### src/rtl/sar_search_ctrl.sv
// sar_search_ctrl: successive-approximation search controller.
// Drives a trial word into an external magnitude comparator and walks the
// trial MSB first toward the largest value not exceeding the comparator's
// hidden target. After the last bit is decided, the final trial is checked
// once more (VERIFY) so the block can report whether an exact match exists.
// Every probe waits SETTLE extra cycles before the flags are sampled.
module sar_search_ctrl #(
  parameter int WIDTH  = 8,
  parameter int SETTLE = 0
) (
  input  logic             clk,
  input  logic             rst_n,
  input  logic             start,
  input  logic             lt,
  input  logic             gt,
  input  logic             eq,
  output logic [WIDTH-1:0] trial,
  output logic [WIDTH-1:0] result,
  output logic             busy,
  output logic             done,
  output logic             found,
  output logic             err
);

  localparam int IDX_W = (WIDTH > 2) ? $clog2(WIDTH) : 1;
  localparam int CNT_W = 4;

  localparam logic [IDX_W-1:0] MSB_IDX    = IDX_W'(WIDTH - 1);
  localparam logic [CNT_W-1:0] SETTLE_CNT = CNT_W'(SETTLE);
  localparam logic [WIDTH-1:0] MSB_WORD   = {1'b1, {(WIDTH-1){1'b0}}};

  typedef enum logic [1:0] {
    IDLE   = 2'd0,
    PROBE  = 2'd1,
    VERIFY = 2'd2,
    DONE   = 2'd3
  } state_t;

  state_t           state;
  logic [IDX_W-1:0] idx;
  logic [CNT_W-1:0] cnt;

  logic [WIDTH-1:0] decided;     // current trial with bit idx resolved
  logic [WIDTH-1:0] probe_next;  // decided word plus the next trial bit
  logic             flags_ok;

  // A sample is only trustworthy when exactly one comparator flag is set.
  function automatic logic flags_onehot(input logic f_lt, input logic f_gt,
                                        input logic f_eq);
    return (f_lt & ~f_gt & ~f_eq) | (~f_lt & f_gt & ~f_eq) |
           (~f_lt & ~f_gt & f_eq);
  endfunction

  // Resolve the bit under test and prepare the next trial word.
  always_comb begin
    flags_ok   = flags_onehot(lt, gt, eq);
    decided    = trial;
    if (gt) decided[idx] = 1'b0;
    probe_next = decided;
    if (idx != '0) probe_next[idx - 1'b1] = 1'b1;
  end

  // Search state machine; all outputs are registered here.
  always_ff @(posedge clk or negedge rst_n) begin
    if (!rst_n) begin
      state  <= IDLE;
      trial  <= '0;
      result <= '0;
      busy   <= 1'b0;
      done   <= 1'b0;
      found  <= 1'b0;
      err    <= 1'b0;
      idx    <= '0;
      cnt    <= '0;
    end else begin
      done <= 1'b0;
      case (state)
        IDLE: begin
          if (start) begin
            state  <= PROBE;
            trial  <= MSB_WORD;
            idx    <= MSB_IDX;
            cnt    <= SETTLE_CNT;
            busy   <= 1'b1;
            found  <= 1'b0;
            err    <= 1'b0;
            result <= '0;
          end
        end

        PROBE: begin
          if (cnt != '0) begin
            cnt <= cnt - 1'b1;
          end else if (!flags_ok) begin
            state  <= DONE;
            busy   <= 1'b0;
            err    <= 1'b1;
            found  <= 1'b0;
            result <= trial;
          end else if (eq) begin
            // Exact hit: no need to resolve the remaining bits.
            state  <= DONE;
            busy   <= 1'b0;
            found  <= 1'b1;
            result <= trial;
          end else if (idx != '0) begin
            trial <= probe_next;
            idx   <= idx - 1'b1;
            cnt   <= SETTLE_CNT;
          end else begin
            trial <= decided;
            cnt   <= SETTLE_CNT;
            state <= VERIFY;
          end
        end

        VERIFY: begin
          if (cnt != '0) begin
            cnt <= cnt - 1'b1;
          end else begin
            // gt here means the comparator contradicted an earlier decision.
            state  <= DONE;
            busy   <= 1'b0;
            result <= trial;
            found  <= flags_ok & eq;
            err    <= ~flags_ok | gt;
          end
        end

        DONE: begin
          done  <= 1'b1;
          state <= IDLE;
        end

        default: state <= IDLE;
      endcase
    end
  end

endmodule

### config.mk
export PLATFORM = sky130hd
export DESIGN_NAME = sar_search_ctrl
export DESIGN_NICKNAME = d
export VERILOG_FILES = /design/src/rtl/sar_search_ctrl.sv
export SDC_FILE = /design/constraint.sdc
export NUM_CORES = 1
export LEC_CHECK = 0
export BUFFER_PORTS_ARGS = -buffer_cell sky130_fd_sc_hd__buf_2
export CAP_MARGIN = 20
export CORE_MARGIN = 5
export CORE_UTILIZATION = 50
export CTS_CLUSTER_DIAMETER = 50
export DETAILED_ROUTE_END_ITERATION = 16
export PLACE_DENSITY = 0.74
export SLEW_MARGIN = 5
export SYNTH_ARGS = -nofsm -noshare
export SYNTH_HDL_FRONTEND = slang
export SYNTH_SLANG_ARGS = --single-unit
export TNS_END_PERCENT = 5
### constraint.sdc
create_clock -name clk -period 2 [get_ports clk]
set_input_delay 0.3 -clock clk [delete_from_list [all_inputs] [get_ports clk]]
set_output_delay 0.3 -clock clk [all_outputs]
set_load 0.02 [all_outputs]
Word level (Yosys, flattened, before mapping)
Cells that the tools add are included.
{"block": "op_classes", "addsub": 2, "n_mul": 0, "div": 0, "order_cmp": 4, "n_eq_ne": 15, "shifts": 0, "mux": 53, "bitwise_logic": 17, "n_reduce_logical": 13}
{"op": "2-to-1 mux 8 bit", "count": 11}
{"op": "case mux 8 bit (3 select lines)", "count": 1}
{"op": "2-to-1 mux 4 bit", "count": 5}
{"op": "AND reduction 5 bit", "count": 4}
{"op": "2-to-1 mux 1 bit", "count": 16}
{"op": "!= test 2 bit, second input constant", "count": 8}
{"op": "case mux 8 bit (2 select lines)", "count": 1}
{"op": "2-to-1 mux 3 bit", "count": 5}
{"op": "2-to-1 mux 2 bit", "count": 6}
{"op": "case mux 4 bit (3 select lines)", "count": 1}
{"op": "!= test 3 bit, second input constant", "count": 3}
{"op": "case mux 1 bit (3 select lines)", "count": 3}
{"op": "bitwise AND 8 bit", "count": 1}
{"op": "less-than comparator 3 x 4 -> 1 bit, second input constant", "count": 2}
{"op": "inverter 8 bit", "count": 1}
{"op": "bitwise OR 8 bit", "count": 1}
{"op": "case mux 2 bit (4 select lines)", "count": 1}
{"op": "bitwise AND 1 bit", "count": 7}
{"op": "demux 1 bit (select 3 bit)", "count": 2}
{"op": "greater-or-equal comparator 3 x 1 -> 1 bit, second input constant", "count": 2}
{"op": "case mux 3 bit (2 select lines)", "count": 1}
{"op": "AND reduction 6 bit", "count": 1}
{"op": "nonzero test 3 bit", "count": 2}
{"op": "equality test 2 bit, second input constant", "count": 2}
{"op": "other kinds (11)", "count": 17}
{"block": "totals", "ff_bits": 29, "latchBits": 0, "mem_bits_rw": 0, "rom_bits": 0, "output_inout_bits": 20, "word_cells": 113, "n_memories": 0}

Logic depth before layout (Yosys ltp)
Gate-level depths: netlist (run 1).
{"block": "depth", "word_depth": 13, "ltp_mapped": 8, "mapped_depth_nobuf": 6}

Worst setup path after synthesis (run 1)
OpenSTA, ideal clock, no wires.
{"block": "synth_timing", "kind": "reg2reg", "start": "reg cnt[0]", "end": "reg trial[7]", "setup_time_ns": 0.121, "arrival_ns": 1.866, "path_slack_ns": 0.013, "stages_incl_launch_ff": 7, "cell_sequence": "dfrtp_1 -> inv_1 -> ha_1 -> or3b_4 -> or3_1 -> a211o_1 -> a22o_1"}
{"block": "synth_between", "elab_chain_cells": 3}
{"item": "start: declaration", "line_no": "41", "rtl": "logic [CNT_W-1:0] cnt;"}
{"item": "start signal: assignment", "line_no": "93", "rtl": "cnt <= cnt - 1'b1;"}
{"item": "start signal: assignment", "line_no": "119", "rtl": "cnt <= cnt - 1'b1;"}
{"item": "nonzero test 4 bit", "line_no": "92", "rtl": "if (cnt != '0) begin"}
{"item": "!= test 2 bit (no source line)"}
{"item": "AND reduction 5 bit (no source line)"}
{"item": "end signal: assignment", "line_no": "107", "rtl": "trial <= probe_next;"}
{"item": "end signal: assignment", "line_no": "111", "rtl": "trial <= decided;"}
{"item": "end: declaration", "line_no": "17", "rtl": "output logic [WIDTH-1:0] trial,"}
Every way passes these cells.
A chain may end at the register's enable or synchronous reset.

Worst setup path in the final report (run 1)
Ends and elaborated chain as after synthesis.

==> results of run 1 <==
[state kept, by name (all words and copies together) (netlist names)]
| name | cells |
|---|---|
| found | 1 |
| cnt | 4 |
| trial | 8 |
| state | 2 |
| err | 1 |
| result | 8 |
| done | 1 |
| busy | 1 |
| idx | 3 |
[layer usage]
metal | GRT usage (%) | vias to the layer above | part of all wire [%]
li1 | - | 717 | -
met1 | 25.16 | 735 | 44
met2 | 31.29 | 53 | 48
met3 | 4.105 | 11 | 5.9
met4 | 6.452 | 0 | 2.1
met5 | 0 | - | 0
[cell type report]
cell class	count	area share (%)
clock buffers	5	1.810
inverters	17	3.078
repair buffers	41	12.31
flip-flops and latches	29	35.00
well taps	46	2.776
multi-input cells	127	44.18
clock inverters	3	0.8449
[power by group]
group          internal (uW)  switching [uW]  leakage, uW  total [uW]
Sequential               695            88.5     0.000375         783
Clock                    132             220    0.0000310         352
Combinational            523             781     0.000555        1300
Total                   1350            1090     0.000962        2440
[synth_stat cells (3+ instances only)]
cell,number,area [um2]
mux2i_1,12,120.1
o21ai_0,26,130.1
o211ai_1,3,22.52
nor2_1,10,37.54
nor4_1,3,18.77
nor3_1,3,15.01
nor2b_1,4,25.02
clkbuf_1,5,18.77
inv_1,17,63.81
mux2_2,4,45.04
dfrtp_1,29,725.7
nand2_1,16,60.06
nand3_1,5,25.02
nand2b_1,5,31.28
ha_1,8,100.1
[through the flow]
step | instances | area [um2] | util (%) | hold slack [ps]
after floorplan | 182 | 1682 | - | 4.409
after global placement | 257 | 1924 | 58.59 | 354.3
after detailed placement | 257 | 1924 | 58.59 | 360.6
after CTS | 268 | 2016 | 61.37 | 323.2
after global routing | 268 | 2073 | 63.12 | 356.2
final | 268 | 2073 | 63.12 | 315.4
[worst register-to-register path, cell delays in order (launching register included)]
cell	delay [ps]
dfrtp_1	410
inv_2	90
ha_4	130
or3b_4	400
or3_4	380
a211o_1	270
a22o_1	230
[kinds of logic (layout without fill, tap and decap cells)]
family | count (synthesis) | count (layout) | synth area share [%]
AO/OA/AOI/OAI | 46 | 46 | 16.82
XOR/XNOR | 3 | 3 | 1.563
adder cells (fa/ha/maj) | 8 | 8 | 5.953
buffers and inverters | 26 | 66 | 6.026
flip-flops | 29 | 29 | 43.15
multiplexers | 16 | 16 | 9.822
AND/OR/NAND/NOR | 54 | 54 | 16.67
[repair_timing]
item,4_1_cts,5_1_grt
pin swaps,1,5
hold buffers,1,0
resized for setup,4,11
endpoints found under the setup margin,3,22
buffers inserted,2,0
endpoints found under the hold margin,2,0
[how the worst max path moves through the flow]
stage          startpoint   endpoint  slack, ps  cells past startpoint
4_1_cts          state[0]  result[7]         10                      7
3_5_place_dp       cnt[1]   trial[7]        -30                      6
6_report           cnt[0]   trial[7]        -10                      6
5_1_grt            cnt[0]   trial[7]        -50                      6
2_1_floorplan      cnt[0]   trial[7]         10                      6
3_3_place_gp       cnt[1]   trial[7]         40                      6
==> key figures, run 1 <==
CTS
  – Clock buffer depth: 2
  – CTS Root Cell: clkbuf_4
  – CTS tree: built
  – H-tree levels: 2
  – Num CTS Buffers: 5
  – Clk sinks: 29
  – Clk Latency, worst-skew pair: 330 ps
  – Clock-pin transition on the worst setup and hold timing paths: 110 ps

Worst setup path
  – CP Data Required Time: 2240 ps
  – Slowest CP cell: dfrtp_1
  – Crit Path Max Fanout: 3
  – Critical path class: flip-flop to flip-flop
  – Startpoint Class: flip-flop
  – Reg2Reg Setup Slack: -10 ps
  – R2R Path End: trial[7]
  – CP Capture Type: flip-flop
  – Crit-path cells: inv_2 > ha_4 > or3b_4 > or3_4 > a211o_1 > a22o_1
  – RR Startpoint: cnt[0]
  – CP top delay family: simple AND/OR/NAND/NOR gates
  – Reg2Reg Depth: 6
  – Critical Path Max Stage Delay: 410 ps
  – Buf/Inv on CP: 1
  – Worst EP arrival: 2250 ps

STA
  – RSZ-0062 raised after global routing: true
  – Final Slew Violations: 0
  – Relative slew slack: 52.40%
  – Post-layout minimum cycle time: 2010 ps
  – Slack of the critical path: -10.23 ps
  – Final setup viols: 1
  – Clock Skew: 13.06 ps
  – Setup TNS: -10.23 ps
  – Worst slew pin tran: 708.9 ps
  – Maximum clock rate: 497.5 MHz
  – Final Cycle Share: 100.5%
  – Final Hold Fails: 0

Floorplan
  – Number of I/O pins: 26
  – Die area: 0.004623 mm2
  – Area of the core: 0.003284 mm2
  – Initial Util: 51.20%
  – Die Span X: 68.00 um
  – Core Rows: 21
  – Die H: 68.00 um

Worst hold path
  – Hold path endpoint: err
  – HP Class: primary input to flip-flop
  – HP Start: gt
  – Worst Hold Depth: 3

Synth
  – Mapped Area: 0.001682 mm2
  – Syn avg cell area: 9.240 um2
  – Synthesis Warnings: 0
  – Top FF cell, synth: dfrtp_1
  – Post-synth ARST share: 100.0%
  – Register area share after synthesis: 43.15%
  – Synth Net Count: 196
  – Mapped Cells: 182
  – Number of synthesized register bits: 29
  – Number of synthesized flops with an enable pin: 0
  – Netlist cell types: 39

Pwr
  – Pwr dens: 1177 mW/mm2
  – Leak pwr: 0.0009616 uW
  – Worst vdd ir: 0.6227 mV
  – Tot Pwr: 2440 uW

Route
  – Drt total wl: 3915 um
  – Router iterations before antenna repair: 4
  – Remaining DRCs: 0
  – DR vias: 1,516
  – Post-DR wirelength/cell: 14.61 um
  – Detail Route Antenna Nets: 0
  – DR iter-0 viols: 57
  – Vias per cell: 5.657

Final layout
  – Nets: 235
  – Most common cell after layout, fill and taps aside: dfrtp_1
  – # fillers: 271
  – Ratio of cells with drive above 1 in the final layout: 29.28%
  – Multi-input gate area: 915.9 um2
  – Sequential cell area: 725.7 um2
  – ANT cells: 0
  – Syn-to-layout area delta: 23.29%
  – Most frequent cells in the layout: dfrtp_1 (29), o21ai_0 (25), buf_2 (25)

Job
  – Max_cap viols: 0

Outcome
  – Failing checks: setup timing
  – Status: finished, violations left

Place
  – DP HPWL: 2880 um
  – # port buffers: 25
  – DP Worst Slack: -28.12 ps
  – Gpl congestion: 0.8692

Global route
  – Vias in the first global route: 1,494
  – GRT Total Usage: 19.18%
  – Largest net degree at the start of global routing: 30
  – Initial antenna violation count: 0
  – First-pass GRT wire length: 6741 um
  – GR Overflow Total: 0
Note: power is estimated with default switching activity, not from simulation.
==> inputs of run 2 (changes only) <==
- CORE_UTILIZATION: 50 -> 53
- CTS_BUF_LIST: not set -> sky130_fd_sc_hd__clkbuf_2 sky130_fd_sc_hd__clkbuf_4 sky130_fd_sc_hd__clkbuf_8
- PLACE_DENSITY: 0.74 -> 0.78
==> key figures, run 2 (synthesis gave the netlist of run 1 again) <==
Outcome
  – Status: complete, no violations

Route
  – DR iter-0 viols: 119 (+110%)
  – Post-DR wirelength/cell: 14.71 um (+0.67%)
  – Drt total wl: 3956 um (+1.0%)
  – Vias per cell: 5.550 (-1.9%)
  – Detail Route Antenna Nets: 0 (unchanged)
  – Router iterations before antenna repair: 4 (unchanged)
  – DR vias: 1,493 (-1.5%)
  – Remaining DRCs: 0 (unchanged)

Final layout
  – ANT cells: 0 (unchanged)
  – Ratio of cells with drive above 1 in the final layout: 29.78% (+0.50 points)
  – Most common cell after layout, fill and taps aside: dfrtp_1
  – Nets: 238 (+1.3%)
  – Syn-to-layout area delta: 22.77%
  – Largest regs: result: 8 flops, trial: 8 flops, cnt: 4 flops
  – Most frequent cells in the layout: dfrtp_1 (29), buf_2 (25), o21ai_0 (24)
  – Util after Layout: 67.62% (+4.5 points)

STA
  – Final Hold Fails: 0 (unchanged)
  – Post-layout minimum cycle time: 1998 ps (-11.81 ps)
  – Maximum clock rate: 500.4 MHz (+0.59%)
  – Clock Skew: 6.911 ps (-6.148 ps)
  – RSZ-0062 raised after global routing: true
  – Final setup viols: 0 (-1)
  – Final Cycle Share: 99.92% (-0.59 points)
  – Setup TNS: 0 ps (+10.23 ps)
  – Slack of the critical path: 1.583 ps (+11.81 ps)
  – Worst hold slack: 316.9 ps (+1.503 ps)
  – Relative slew slack: 56.36% (+4.0 points)
  – Worst slew pin tran: 654.5 ps (-54.39 ps)
  – Final Slew Violations: 0 (unchanged)

Place
  – # port buffers: 25 (unchanged)
  – DP Worst Slack: -47.58 ps (-19.46 ps)
  – Gpl congestion: 0.8715 (+0.26%)
  – DP HPWL: 2948 um (+2.4%)

Global route
  – First-pass GRT wire length: 6748 um (+0.10%)
  – GRT Total Usage: 20.44% (+1.3 points)
  – Vias in the first global route: 1,452 (-2.8%)
  – Initial antenna violation count: 0 (unchanged)
  – GR Overflow Total: 0 (unchanged)
  – Largest net degree at the start of global routing: 30 (unchanged)

Worst setup path
  – Worst EP arrival: 2240 ps (about the same)
  – CP Data Required Time: 2240 ps (about the same)
  – Slowest CP cell: dfrtp_1
  – Crit-path cells: inv_2 > ha_2 > or3b_4 > or3_4 > a211o_1 > a22o_1
  – Buf/Inv on CP: 1 (unchanged)
  – CP top delay family: simple AND/OR/NAND/NOR gates
  – CP Capture Type: flip-flop
  – Critical path class: flip-flop to flip-flop
  – Startpoint Class: flip-flop
  – Critical Path Max Stage Delay: 410 ps (about the same)
  – Crit Path Max Fanout: 3 (unchanged)

CTS
  – Clock buffer depth: 2 (unchanged)
  – CTS Root Cell: clkbuf_4
  – Clk Latency, worst-skew pair: 340 ps (about the same)
  – Clock-pin transition on the worst setup and hold timing paths: 100 ps (about the same)
  – Num CTS Buffers: 5 (unchanged)
  – Clk sinks: 29 (unchanged)
  – H-tree levels: 2 (unchanged)
  – CTS tree: built

Job
  – Max_cap viols: 0 (unchanged)

Floorplan
  – Initial Util: 55.08% (+3.9 points)
  – Core Rows: 20 (-4.8%)
  – Die Span X: 66.33 um (-2.4%)
  – Area of the core: 0.003053 mm2 (-7.0%)
  – Number of I/O pins: 26 (unchanged)
  – Die area: 0.004400 mm2 (-4.8%)
  – Die H: 66.33 um (-2.4%)

Pwr
  – Pwr dens: 1195 mW/mm2 (+1.6%)
  – Tot Pwr: 2468 uW (+1.2%)
  – Worst vdd ir: 0.6333 mV (+1.7%)
  – Leak pwr: 0.0009672 uW (+0.58%)

Worst hold path
  – HP Class: primary input to flip-flop
run 2: metal layers:
layer / global-route usage (%) / share of wire, % / vias to the layer above
met5: 0 / 0 / -
met4: 11.68 / 2.3 / 0
met3: 4.082 / 5.4 / 11
met2: 32.22 / 48 / 55
met1: 25.83 / 44 / 702
li1: - / - / 725
run 2: path summary, 6_finish.rpt:
check	start	to	slack (ps)	depth (start not counted)
worst max register to register	cnt[1]	trial[7]	2	6
min in group asynchronous	rst_n	cnt[2]	500	2
worst min register to register	result[0]	result[0]	520	2
worst min-delay path	gt	err	320	3
worst max-delay path	cnt[1]	trial[7]	2	6
max in group asynchronous	rst_n	cnt[3]	1050	2
run 2: final cells by class:
type                       count  area (um2)
tap                           44       55.05
inverter                      17       63.81
fill                         251       988.4
timing repair buffer          44       274.0
sequential                    29       725.7
clock buffer                   5       37.54
clock inverter                 3       17.52
multi-input combinational    127       890.9
run 2: stage by stage:
stage	std cells	cell area [um2]
5_1_grt	269	2064
3_3_place_gp	257	1937
6_report	269	2064
4_1_cts	268	2031
2_1_floorplan	182	1682
3_5_place_dp	257	1937
run 2: where the power goes:
group | switching (uW) | internal, uW | total [uW]
sequential | 93.0 | 695 | 788
clock | 230 | 132 | 362
combinational | 785 | 534 | 1320
run 2: what timing repair did:
| action | 4_1_cts | 5_1_grt |
|---|---|---|
| setup endpoints to repair | 4 | 16 |
| resized for setup | 5 | 7 |
| endpoints found under the hold margin | 29 | 0 |
| pin swaps | 3 | 1 |
| hold buffers | 1 | 0 |
| buffers inserted | 2 | 1 |
run 2: worst register-to-register path: stages, from the launching register on:
cell	delay, ps
dfrtp_1	410
inv_2	70
ha_2	160
or3b_4	390
or3_4	390
a211o_1	260
a22o_1	210
